**src/rtl/rs232_pkg.sv**
```systemverilog
// Shared types and constants for the RS-232 loader.
// RS232_PARITY_EN adds the PARITY state to the FSM encoding.
package rs232_pkg;

   localparam int OVERSAMPLE = 16;
   localparam int MID_SAMPLE = 8;

`ifdef RS232_PARITY_EN
   typedef enum logic [2:0] {
      ST_IDLE, ST_START, ST_DATA, ST_PARITY, ST_STOP, ST_WRITE, ST_RECOVER
   } rx_state_t;
`else
   typedef enum logic [2:0] {
      ST_IDLE, ST_START, ST_DATA, ST_STOP, ST_WRITE, ST_RECOVER
   } rx_state_t;
`endif

   // Rounded clocks-per-oversample-tick, never below 1.
   function automatic int baud_div(input int clk_freq, input int baud);
      int div;
      div = (clk_freq + (baud * OVERSAMPLE) / 2) / (baud * OVERSAMPLE);
      return (div < 1) ? 1 : div;
   endfunction

endpackage

```
**src/rtl/rs232_baud_tick.sv**
```systemverilog
// Oversample tick generator: one-cycle tick every DIV clocks, held at
// zero while iClear is high.
module rs232_baud_tick #(
   parameter int DIV = 4
) (
   input  logic iClock,
   input  logic iReset,
   input  logic iClear,
   output logic oTick
);

   localparam int CNT_W = (DIV > 1) ? $clog2(DIV) : 1;

   logic [CNT_W-1:0] count;

   assign oTick = (count == CNT_W'(DIV - 1));

   always_ff @(posedge iClock) begin
      if (iReset || iClear || oTick) begin
         count <= '0;
      end else begin
         count <= count + CNT_W'(1);
      end
   end

endmodule

```
**src/rtl/rs232_loader.sv**
```systemverilog
// RS-232 receiver that writes each received byte to sequential memory
// addresses. Define RS232_PARITY_EN for 8E1 framing (default 8N1).
module rs232_loader
   import rs232_pkg::*;
#(
   parameter int CLK_FREQ = 50_000_000,
   parameter int BAUD     = 115200,
   parameter int ADDR_W   = 16
) (
   input  logic              iClock,
   input  logic              iReset,
   input  logic              iUart_Rxd,
   output logic [7:0]        oData,
   output logic [ADDR_W-1:0] oAddress,
   output logic              oWrite,
   output logic              oLoadDone,
   output logic              oFrameError,
   output logic              oBusy
);

   localparam int DIV = baud_div(CLK_FREQ, BAUD);

   rx_state_t  state;
   logic       rxd_meta, rxd_sync, rxd_prev;
   logic [3:0] tick_cnt;
   logic [2:0] bit_cnt;
   logic [7:0] shift;
   logic       bad_frame;
   logic       tick;
   logic       tick_clear;
   logic       tick_last;

   assign tick_clear = (state == ST_IDLE);
   assign tick_last  = tick && (tick_cnt == 4'(OVERSAMPLE - 1));

   rs232_baud_tick #(.DIV(DIV)) u_baud_tick (
      .iClock (iClock),
      .iReset (iReset),
      .iClear (tick_clear),
      .oTick  (tick)
   );

   // NOTE: every register here uses <= so all branches see pre-edge values.
   always_ff @(posedge iClock) begin
      if (iReset) begin
         // NOTE: synchroniser flops reset to the idle-high line level so no
         // false start edge appears when reset releases.
         rxd_meta    <= 1'b1;
         rxd_sync    <= 1'b1;
         rxd_prev    <= 1'b1;
         state       <= ST_IDLE;
         tick_cnt    <= '0;
         bit_cnt     <= '0;
         shift       <= '0;
         bad_frame   <= 1'b0;
         oData       <= '0;
         oAddress    <= '0;
         oWrite      <= 1'b0;
         oLoadDone   <= 1'b0;
         oFrameError <= 1'b0;
         oBusy       <= 1'b0;
      end else begin
         rxd_meta    <= iUart_Rxd;
         rxd_sync    <= rxd_meta;
         rxd_prev    <= rxd_sync;
         oWrite      <= 1'b0;
         oLoadDone   <= 1'b0;
         oFrameError <= 1'b0;
         if (tick) tick_cnt <= tick_cnt + 4'd1;

         unique case (state)
            ST_IDLE: begin
               if (rxd_prev && !rxd_sync) begin
                  state     <= ST_START;
                  tick_cnt  <= '0;
                  bit_cnt   <= '0;
                  bad_frame <= 1'b0;
                  oBusy     <= 1'b1;
               end
            end
            ST_START: begin
               // Re-align the tick count to mid-bit so later samples land centred.
               if (tick && tick_cnt == 4'(MID_SAMPLE - 1)) begin
                  tick_cnt <= '0;
                  if (!rxd_sync) begin
                     state <= ST_DATA;
                  end else begin
                     state <= ST_IDLE;
                     oBusy <= 1'b0;
                  end
               end
            end
            ST_DATA: begin
               if (tick_last) begin
                  shift   <= {rxd_sync, shift[7:1]};
                  bit_cnt <= bit_cnt + 3'd1;
`ifdef RS232_PARITY_EN
                  if (bit_cnt == 3'd7) state <= ST_PARITY;
`else
                  if (bit_cnt == 3'd7) state <= ST_STOP;
`endif
               end
            end
`ifdef RS232_PARITY_EN
            ST_PARITY: begin
               if (tick_last) begin
                  bad_frame <= ^{shift, rxd_sync};
                  state     <= ST_STOP;
               end
            end
`endif
            ST_STOP: begin
               if (tick_last) begin
                  if (rxd_sync && !bad_frame) begin
                     oData  <= shift;
                     oWrite <= 1'b1;
                     state  <= ST_WRITE;
                  end else begin
                     oFrameError <= 1'b1;
                     state       <= ST_RECOVER;
                  end
               end
            end
            ST_WRITE: begin
               oAddress  <= oAddress + ADDR_W'(1);
               oLoadDone <= &oAddress;
               oBusy     <= 1'b0;
               state     <= ST_IDLE;
            end
            ST_RECOVER: begin
               if (rxd_sync) begin
                  oBusy <= 1'b0;
                  state <= ST_IDLE;
               end
            end
            default: begin
               oBusy <= 1'b0;
               state <= ST_IDLE;
            end
         endcase
      end
   end

endmodule

```
**config.mk**
```make
export PLATFORM = sky130hd
export DESIGN_NAME = rs232_loader
export DESIGN_NICKNAME = d
export VERILOG_FILES = /design/src/rtl/rs232_pkg.sv /design/src/rtl/rs232_baud_tick.sv /design/src/rtl/rs232_loader.sv
export SDC_FILE = /design/constraint.sdc
export NUM_CORES = 1
export LEC_CHECK = 0
export ABC_AREA = 0
export CORE_MARGIN = 2
export CORE_UTILIZATION = 54
export DETAILED_ROUTE_END_ITERATION = 6
export PLACE_DENSITY_LB_ADDON = 0.2
export SLEW_MARGIN = 25
export SYNTH_ARGS = -nofsm -noshare
export SYNTH_HDL_FRONTEND = slang
export SYNTH_SLANG_ARGS = --single-unit
```
**constraint.sdc**
```tcl
create_clock -name iClock -period 2.1 [get_ports iClock]
set_input_delay 0.63 -clock iClock [delete_from_list [all_inputs] [get_ports iClock]]
set_output_delay 0.63 -clock iClock [all_outputs]
set_load 0.02 [all_outputs]
```
Word level (Yosys, flattened, before mapping)
Cells that the tools add are included.
{"block": "word_totals", "register_bits": 54, "out_inout_bits": 28, "word_cells": 76}
{"block": "classes", "addsub": 4, "eq_ne": 15, "mux": 22, "bitwise_logic": 4, "n_reduce_logical": 17}
{"cell": "3-bit 2-to-1 mux", "count": 8}
{"cell": "16-bit by 1-bit adder with 16-bit output, second input constant", "count": 1}
{"cell": "16-bit AND reduction", "count": 1}
{"cell": "3-bit one-hot mux with 5 select lines", "count": 1}
{"cell": "4-bit 2-to-1 mux", "count": 3}
{"cell": "2-bit inequality test, second input constant", "count": 6}
{"cell": "3-bit == test, second input constant", "count": 3}
{"cell": "3-bit AND reduction", "count": 3}
{"cell": "4-bit one-hot mux with 2 select lines", "count": 1}
{"cell": "3-bit by 2-bit == test with 1-bit output, second input constant", "count": 2}
{"cell": "1-bit 2-to-1 mux", "count": 6}
{"cell": "3-bit one-hot mux with 2 select lines", "count": 1}
{"cell": "6-bit AND reduction", "count": 1}
{"cell": "5-bit by 1-bit adder with 5-bit output, second input constant", "count": 1}
{"cell": "5-bit == test, second input constant", "count": 1}
{"cell": "4-bit by 1-bit adder with 4-bit output, second input constant", "count": 1}
{"cell": "4-bit by 3-bit == test with 1-bit output, second input constant", "count": 1}
{"cell": "4-bit == test, second input constant", "count": 1}
{"cell": "1-bit NOT", "count": 4}
{"cell": "1-bit one-hot mux with 4 select lines", "count": 1}
{"cell": "2-bit OR reduction", "count": 2}
{"cell": "3-bit by 1-bit adder with 3-bit output, second input constant", "count": 1}
{"cell": "3-bit by 1-bit == test with 1-bit output, second input constant", "count": 1}
{"cell": "1-bit logical AND", "count": 3}
{"cell": "other kinds (7)", "count": 8}

Depth between registers and ports, before layout
Gate-level depths: netlist of run 1.
{"block": "logic_depth", "word_depth": 4, "mapped_depth": 7}

Hierarchy
A second synthesis of run 1 with hierarchy kept.
{"block": "hier_totals", "hier_cells": 250, "area_unflattened_um2": 2309.7}
{"mod": "rs232_loader", "n_inst": 1, "cells_per_inst": 230, "area_per_inst_um2": 2104.5}
{"mod": "rs232_baud_tick", "n_inst": 1, "cells_per_inst": 20, "area_per_inst_um2": 205.2}

Worst setup path after synthesis of run 1
No wires, ideal clock.
{"block": "synth_timing", "path_type": "flip-flop to flip-flop", "startpoint": "reg state[1]", "endpoint": "reg oAddress[15]", "setup_time_ns": 0.070, "arrival_ns": 1.872, "t_required_ns": 2.030, "path_slack_ns": 0.158, "path_stages_with_launch": 7, "path_buffers": 2, "period_less_slack_ns": 1.942, "path_cell_list": "dfxtp_1 -> buf_6 -> or3b_4 -> or3_1 -> buf_2 -> or4_1 -> a21oi_1"}
{"block": "synth_via", "elab_chain_cells": 1}
{"item": "start, declared", "line_no": "rs232_loader.sv:23", "text": "rx_state_t state;"}
{"item": "start signal, assigned", "line_no": "rs232_loader.sv:51", "text": "state <= ST_IDLE;"}
{"item": "start signal, assigned", "line_no": "rs232_loader.sv:74", "text": "state <= ST_START;"}
{"item": "start signal, assigned", "line_no": "rs232_loader.sv:86", "text": "state <= ST_DATA;"}
{"item": "3-bit == test", "line_no": "rs232_loader.sv:71", "text": "unique case (state)"}
{"item": "end signal, assigned", "line_no": "rs232_loader.sv:125", "text": "oAddress <= oAddress + ADDR_W'(1);"}
{"item": "end, declared", "line_no": "rs232_loader.sv:14", "text": "output logic [ADDR_W-1:0] oAddress,"}
No other way between the ends.
A chain may end at the register's enable or synchronous reset.

Final worst setup path of run 1
{"block": "layout_timing", "startpoint": "reg oAddress[5]", "endpoint": "out oAddress[5]"}
No word-level cell between the ends.

==> results of run 1 <==
[layer usage]
metal | wire length (um) | vias up
li1 | - | 933
met1 | 1950 | 852
met2 | 2040 | 27
met4 | 51 | 0
met5 | 0 | -
met3 | 139 | 5
[area by class of cell]
class	instances	area share (%)
Clock inverter	1	0.271
Tap cell	50	2.26
Sequential cell	54	39.0
Timing Repair Buffer	40	13.5
Clock buffer	6	2.62
Multi-Input combinational cell	172	41.7
Inverter	5	0.677
[state kept, by name, indices dropped and copies added, names as in the netlist, 3 cells and up]
| name | count |
|---|---|
| oData | 8 |
| oAddress | 16 |
| state | 3 |
| bit_cnt | 3 |
| u_baud_tick.count | 5 |
| tick_cnt | 4 |
| shift | 8 |
[logic make-up (layout without fill, tap and decap cells)]
kind of cell / after synthesis / in the layout / share of synthesized area (%)
DFF: 54 / 54 / 46.8
AOI/OAI and AO/OA: 27 / 27 / 8.02
muxes: 18 / 18 / 7.85
adders and majority gates: 7 / 7 / 3.79
and+or+nand+nor: 103 / 103 / 23.6
buffers and inverters: 19 / 52 / 3.47
xor gates and xnor gates: 17 / 17 / 6.45
[stage by stage]
stage | utilization [%] | hold WS, ns | total power (uW) | std cells
2_1_floorplan | - | 0.389 | 1310 | 245
4_1_cts | 68.3 | 0.423 | 1940 | 328
3_3_place_gp | 66.4 | 0.391 | 1400 | 321
5_1_grt | 68.3 | 0.440 | 2020 | 328
3_5_place_dp | 66.4 | 0.401 | 1400 | 321
6_report | 68.3 | 0.416 | 1920 | 328
[cells in the final DEF, fill, tap and decap left out, types with 9 or more instances in the layout]
cell              n
a21oi_1          10
buf_4            10
clkdlybuf4s50_1  30
dfxtp_1          54
mux2i_1          17
nand2_1          10
nand3_1           9
nor2_1           35
xor2_1           10
[power groups by stage]
stage / sequential [uW] / combinational, uW / clock, uW
finish: 1070 / 312 / 539
global route: 1080 / 348 / 596
CTS: 1070 / 310 / 559
detailed placement: 1100 / 308 / 0
global placement: 1090 / 307 / 0
floorplan: 1100 / 204 / 0
[how the worst max path moves through the flow]
| stage | end | depth (start not counted) |
|---|---|---|
| 3_5_place_dp | state[1]$_SDFFE_PP0P_ | 5 |
| 5_1_grt | oData[5]$_SDFFE_PP0P_ | 6 |
| 6_report | oAddress[5] | 1 |
| 4_1_cts | oAddress[2] | 1 |
| 2_1_floorplan | oAddress[15]$_SDFFE_PP0N_ | 6 |
| 3_3_place_gp | state[1]$_SDFFE_PP0P_ | 5 |
==> qor.yml, run 1 <==
power:
  switchingPower_uw: 505
  peakVddDrop_mv: 0.453
  power.density_nw_per_um2: 693
  pwr-share-clk_pct: 28.0
  swShare_pct: 26.3
  intPower_uw: 1420
  p_leak_uw: 0.00105
  p_seq_share_pct: 55.7
  combPwrFrac_pct: 16.2
grt:
  grt_use_met3_pct: 4.36
  met1_usage_pct: 21.5
  grt_use_met2_pct: 31.8
  grt.total_usage_pct: 18.2
  grt_pass1_vias: 1681
  busiest_layer: "met2"
  grt_max_degree: 28
  antenna_found_initial: 0
  grt_pass1_wl_mm: 7.31
  grt_overflow: 0
yosys:
  synthCells: 245
  synth.most_common_cell: "dfxtp_1"
  yosysTopAreaCellShare_pct: 46.8
  synth.top_cells.by_area: "dfxtp_1 (47%), mux2i_1 (7.4%), nor2_1 (5.7%)"
  ys_seq_elements: 54
  synth_top_flop_cell: "dfxtp_1"
  syn_nets: 255
  synth_area_per_cell_um2: 9.43
  netlist.top_cell.by_area: "dfxtp_1"
  synth_edf_count: 0
  synth_commonest_cells: "dfxtp_1 (54), nor2_1 (35), mux2i_1 (17), clkbuf_1 (11)"
  syn_area_um2: 2310
  synthArstFlopShare_pct: 0
  synth.distinct_cells: 43
  yosysWarnings: 0
  synth-seq-area-share_pct: 46.8
clock_network:
  clk_latency_ns: 0.31
  cts_hold_buf: 0
  clock_sinks: 54
  cts_resized: 0
  clockRootBuffer: "clkbuf_8"
  cts.path.max_buffers: 2
  numCtsBuffers: 5
  cts_tree: "built"
  post-cts-setup-buffer-count: 0
  htreeDepth: 2
  clkTransAtPathRegs_ns: 0.09
placed_design:
  portBuffers: 30
  dpl_cell_area_um2: 2690
  dp_hpwl_mm: 3.02
  gp_congestion: 0.784
  dp_slack_ns: 0.130
critical_path:
  slowest_stage: "clkdlybuf4s50_1"
  arrival_ns: 1.39
  crit_chain: "clkdlybuf4s50_1"
  path_buf_inv: 1
  crit_path_max_incr_delay_ns: 0.64
  path_max_fanout: 6
  worst_setup_path_start_kind: "flip-flop"
  reg2reg_slack_ns: 0.15
  worstSetupPathType: "flip-flop to output pin"
  r2r_cells: 6
  r2r-start: "u_baud_tick.count[0]$_SDFF_PP0_"
  crit_start: "oAddress[5]$_SDFFE_PP0N_"
  cp_top_family: "buffers and inverters"
  r2r_end: "oData[6]$_SDFFE_PP0P_"
  critPathCaptureType: "output pin"
  required_ns: 1.47
worst_hold_path:
  worstHoldStart: "rxd_meta$_SDFF_PP1_"
  hold_depth: 1
  min_to: "rxd_sync$_SDFF_PP1_"
  worstHoldPathType: "flip-flop to flip-flop"
flow_run:
  drv_cap: 0
sta:
  hold_viol: 0
  setup_tns_ns: 0
  setup_viol: 0
  fin_skew_ns: 0.0107
  final_max_slew_viol_count: 0
  rsz0062_at_grt: "no"
  worstMarginPinSlew_ns: 0.479
  fin_crit_sh_pct: 96.2
  setup_slack_ns: 0.0798
  fmax_ghz: 0.495
  relSlewSlack_pct: 68.1
  period_needed_ns: 2.02
layout:
  fillers: 353
  antennaDiodeCount: 0
  syn2layout_area_growth_pct: 20.0
  register_area_um2: 1080
  layout-drive-gt1-share_pct: 8.63
  multiInputGateArea_um2: 1150
  nets: 288
  design_area_um2: 2770
die:
  fp.coreArea_um2: 4060
  dieWidth_um: 69.4
  die_h_um: 69.4
  dieArea_um2: 4820
  core.rowCount: 23
  io_pins: 31
  start_util_pct: 56.9
status:
  status: "finished, final reports clean"
route:
  vias_per_cell: 5.54
  drtPass1Iterations: 4
  drt_first_iter_violations: 62
  drc: 0
  route.antenna.remaining_nets: 0
  wirelength_mm: 4.18
  routed_wire_length_per_instance_um: 12.7
  vias: 1817
Note: power is estimated with default switching activity, not from simulation.
==> run 2: changes to the inputs <==
GPL_TIMING_DRIVEN = 0   (was not set)
==> run 2 against run 1 <==
Setup slack got worse by 0.0086 ns. Power increased by 4.3%. Critical path depth increased by 5. Critical path type is now flip-flop to flip-flop. Sequential power about the same. Largest power group unchanged. Clock skew decreased by 0.00092 ns. Worst hold slack improved by 0.0047 ns. Via count increased by 2.5%. Final area increased by 2.1%. Largest cell class unchanged.
==> qor.yml, run 2 (synthesis gave the netlist of run 1 again) <==
status:
  status: "finished, final reports clean"
clock_network:
  clk_latency_ns: 0.31
  cts.path.max_buffers: 2
  clock_sinks: 54
  clockRootBuffer: "clkbuf_8"
  cts_hold_buf: 0
  cts_tree: "built"
  numCtsBuffers: 5
  clkTransAtPathRegs_ns: 0.10
  htreeDepth: 2
sta:
  setup_tns_ns: 0
  relSlewSlack_pct: 65.5
  final_max_slew_viol_count: 0
  fmax_ghz: 0.493
  fin_skew_ns: 0.00976
  fin_crit_sh_pct: 96.6
  period_needed_ns: 2.03
  fin_hold_ws_ns: 0.421
  setup_viol: 0
  hold_viol: 0
  worstMarginPinSlew_ns: 0.518
  setup_slack_ns: 0.0712
die:
  start_util_pct: 56.9
  io_pins: 31
  die_h_um: 69.4
  dieWidth_um: 69.4
  fp.coreArea_um2: 4060
  dieArea_um2: 4820
  core.rowCount: 23
critical_path:
  arrival_ns: 2.27
  slowest_stage: "or4_1"
  cp_top_family: "simple AND/OR/NAND/NOR gates"
  crit_path_max_incr_delay_ns: 0.46
  crit_chain: "buf_6 -> or3b_4 -> or3_1 -> buf_4 -> or4_1 -> a21oi_1"
  worst_setup_path_start_kind: "flip-flop"
  required_ns: 2.34
  path_buf_inv: 2
  path_max_fanout: 9
  critPathCaptureType: "flip-flop"
  worstSetupPathType: "flip-flop to flip-flop"
power:
  peakVddDrop_mv: 0.550
  p_leak_uw: 0.00105
  power.density_nw_per_um2: 708
route:
  routed.top_layer: "met4"
  drc: 0
  drt_first_iter_violations: 69
  routed_wire_length_per_instance_um: 13.2
  wirelength_mm: 4.41
  vias: 1863
  vias_per_cell: 5.58
  route.antenna.remaining_nets: 0
  met2WireLength_mm: 2.11
  drt-met1-wl_mm: 2.07
  met3_length_um: 159
  drtPass1Iterations: 6
grt:
  grt.total_usage_pct: 19.3
  grt_pass1_vias: 1678
  antenna_found_initial: 0
  grt_overflow: 0
  grt_pass1_wl_mm: 7.62
  grt_max_degree: 18
layout:
  fillers: 333
  syn2layout_area_growth_pct: 22.5
  layout-drive-gt1-share_pct: 8.80
  regMostFlops: "oAddress"
  layout_common_cells: "dfxtp_1 (54), nor2_1 (35), clkdlybuf4s50_1 (30)"
  final_common_cell: "dfxtp_1"
  largestRegisters: "oAddress: 16 flops, oData: 8 flops, shift: 8 flops"
  largest_register_ffs: 16
  nets: 293
  antennaDiodeCount: 0
placed_design:
  portBuffers: 30
  gp_congestion: 0.866
  dp_slack_ns: -0.165
  dp_hpwl_mm: 3.01
worst_hold_path:
  worstHoldPathType: "flip-flop to flip-flop"
flow_run:
  drv_cap: 0
## run 2: metal layers
layer / vias up / track usage [%]
met2: 33 / 32.6
met4: 0 / 6.54
li1: 941 / -
met3: 7 / 4.65
met1: 882 / 24.2
met5: - / 0
## run 2: what timing repair did
action,CTS,global route
endpoints found under the setup margin,15,19
pin swaps,0,3
resized for setup,2,8
buffers inserted,0,2
hold endpoints to repair,0,0
## run 2: cell type report
type	instances	area (um^2)	area share, %
Buffer	13	63.8	2.25
Clock buffer	6	82.6	2.92
Clock inverter	2	17.5	0.619
Inverter	5	18.8	0.663
Multi-Input combinational cell	172	1190	42.0
Sequential cell	54	1080	38.2
Tap cell	50	62.6	2.21
Timing Repair Buffer	32	315	11.1
## run 2: power by group
part           internal [uW]  switching, uW
logic                    123            188
clock network            272            340
registers               1050           30.7
## run 2: path summary, 6_finish.rpt
check	end	start	slack, ns	depth (start not counted)
worst max-delay path	oAddress[15]$_SDFFE_PP0N_	state[1]$_SDFFE_PP0P_	0.07	6
worst min register to register	rxd_sync$_SDFF_PP1_	rxd_meta$_SDFF_PP1_	0.42	1
worst max register to register	oAddress[15]$_SDFFE_PP0N_	state[1]$_SDFFE_PP0P_	0.07	6
worst min-delay path	rxd_sync$_SDFF_PP1_	rxd_meta$_SDFF_PP1_	0.42	1
## run 2: through the flow
| step | util, % | instances | cell area, um^2 | total power [uW] |
|---|---|---|---|---|
| floorplan | - | 245 | 2310 | 1310 |
| CTS | 68.4 | 332 | 2780 | 2000 |
| finish | 69.8 | 334 | 2830 | 2010 |
| global placement | 65.9 | 325 | 2670 | 1370 |
| global route | 69.8 | 334 | 2830 | 2090 |
| detailed placement | 65.9 | 325 | 2670 | 1380 |
==> run 3: changes to the inputs <==
--- a/constraint.sdc
+++ b/constraint.sdc
@@ -3,2 +3,2 @@
 set_output_delay 0.63 -clock iClock [all_outputs]
-set_load 0.02 [all_outputs]
+set_load 0.1 [all_outputs]
==> run 3 against run 2 <==
Count of clock-buffer cells in the layout fell by 1. Combinational power rose by 10%. Utilization rose by 0.22 points. Worst hold slack improved by 0.00081 ns. Largest cell class unchanged. Final area rose by 0.31%. Critical path type unchanged. Highest routed layer unchanged.
==> qor.yml, run 3 (synthesis gave the netlist of run 1 again) <==
status:
  status: "finished, final reports clean"
clock_network:
  htreeDepth: 2
  cts.path.max_buffers: 2
  cts_tree: "built"
  clock_sinks: 54
  numCtsBuffers: 5
  clkTransAtPathRegs_ns: 0.11
  clk_latency_ns: 0.32
  clockRootBuffer: "clkbuf_8"
critical_path:
  worst_setup_path_start_kind: "flip-flop"
  worstSetupPathType: "flip-flop to flip-flop"
  critPathCaptureType: "flip-flop"
  arrival_ns: 2.28
  r2r_cells: 6
  r2r_end: "oAddress[15]$_SDFFE_PP0N_"
  required_ns: 2.34
  path_max_fanout: 9
  reg2reg_slack_ns: 0.06
  r2r-start: "state[1]$_SDFFE_PP0P_"
layout:
  syn2layout_area_growth_pct: 22.9
  regMostFlops: "oAddress"
  antennaDiodeCount: 0
  register_area_um2: 1090
  nets: 292
  fillers: 346
  final_common_cell: "dfxtp_1"
  layout-drive-gt1-share_pct: 21.2
  largest_register_ffs: 16
  multiInputGateArea_um2: 1180
  fin_cells: 333
  largestRegisters: "oAddress: 16 flops, oData: 8 flops, shift: 8 flops"
  layout_common_cells: "dfxtp_1 (44), nor2_1 (35), clkdlybuf4s15_2 (25)"
route:
  wirelength_mm: 4.49
  vias: 1853
  drc: 0
  routed_wire_length_per_instance_um: 13.5
  drt_first_iter_violations: 49
  vias_per_cell: 5.56
  route.antenna.remaining_nets: 0
  drtPass1Iterations: 4
sta:
  worstMarginPinSlew_ns: 0.555
  setup_tns_ns: 0
  fin_skew_ns: 0.0126
  fmax_ghz: 0.490
  fin_hold_ws_ns: 0.422
  hold_viol: 0
  setup_slack_ns: 0.0606
  relSlewSlack_pct: 63.2
  fin_crit_sh_pct: 97.1
  final_max_slew_viol_count: 0
  setup_viol: 0
  period_needed_ns: 2.04
placed_design:
  dp_slack_ns: -0.160
  placed_cells: 325
  portBuffers: 30
  dp_hpwl_mm: 3.08
  gp_congestion: 0.886
die:
  core.rowCount: 23
  fp.coreArea_um2: 4060
  die_h_um: 69.4
  dieArea_um2: 4820
  dieWidth_um: 69.4
  io_pins: 31
  start_util_pct: 56.9
grt:
  grt_overflow: 0
  grt.total_usage_pct: 19.3
  busiest_layer: "met2"
  antenna_found_initial: 0
  grt_max_degree: 20
  grt_pass1_wl_mm: 7.58
  met1_usage_pct: 24.3
  grt_use_met3_pct: 4.65
  grt_pass1_vias: 1662
  grt_use_met2_pct: 31.8
worst_hold_path:
  min_to: "rxd_sync$_SDFF_PP1_"
  worstHoldStart: "rxd_meta$_SDFF_PP1_"
  worstHoldPathType: "flip-flop to flip-flop"
  hold_depth: 1
power:
  finalPower_uw: 2040
  power.density_nw_per_um2: 717
  peakVddDrop_mv: 0.410
  p_leak_uw: 0.00106
flow_run:
  drv_cap: 0
## run 3: changes by cell type in the layout (fill, tap and decap cells not counted), sizes merged
cell	before	now
inv	5	7
clkinv	2	1
buf	4	3
clkdlybuf4s15	0	25
clkbuf	17	19
clkdlybuf4s50	30	2
## run 3: worst max-delay path, stage by stage (launching register included)
cell	delay, ns
dfxtp_2	0.33
buf_6	0.13
or3b_4	0.40
or3_1	0.36
buf_6	0.14
or4_1	0.47
a21oi_1	0.14
## run 3: timing repair
item	in CTS	in global routing
hold buffers	0	0
endpoints found under the setup margin	43	11
gates resized for setup	83	10
setup buffers	0	1
pin swaps	0	4
## run 3: per-stage QoR
| stage | instance area [um^2] | utilization (%) |
|---|---|---|
| 6_report | 2840 | 70.0 |
| 5_1_grt | 2840 | 70.0 |
| 4_1_cts | 2820 | 69.4 |
| 3_5_place_dp | 2680 | 66.1 |
| 3_3_place_gp | 2680 | 66.1 |
| 2_1_floorplan | 2320 | - |
## run 3: how the worst max path moves through the flow
stage | depth (start not counted) | startpoint | slack [ns] | end
after floorplan | 4 | oAddress[9]$_SDFFE_PP0N_ | 0.04 | oAddress[13]$_SDFFE_PP0N_
after global placement | 4 | iReset | -0.13 | tick_cnt[1]$_SDFF_PP0_
after detailed placement | 4 | iReset | -0.16 | oData[1]$_SDFFE_PP0P_
after CTS | 1 | oLoadDone$_SDFF_PP0_ | 0.0009 | oLoadDone
after global routing | 6 | u_baud_tick.count[0]$_SDFF_PP0_ | -0.005 | tick_cnt[2]$_SDFF_PP0_
final | 6 | state[1]$_SDFFE_PP0P_ | 0.06 | oAddress[15]$_SDFFE_PP0N_
## run 3: cell type report
type | count | share of cell area, %
Multi-Input combinational cell | 172 | 41.5
Sequential cell | 54 | 38.5
Timing Repair Buffer | 31 | 11.4
Clock buffer | 5 | 2.42
Buffer | 13 | 2.38
Tap cell | 50 | 2.20
Clock inverter | 3 | 0.926
Inverter | 5 | 0.661
## run 3: power by group
group,internal (uW),leakage (uW),switching [uW],total [uW]
registers,1050,0.000441,26.6,1080
clock network,246,0.0000491,367,613
logic,122,0.000573,222,344
## run 3: metal layers
layer / share of wire, % / routed length [um] / up-vias
met4: 2.1 / 95 / 0
met1: 46 / 2070 / 861
met5: 0 / 0 / -
met3: 5.1 / 229 / 10
met2: 47 / 2100 / 47
li1: - / - / 935
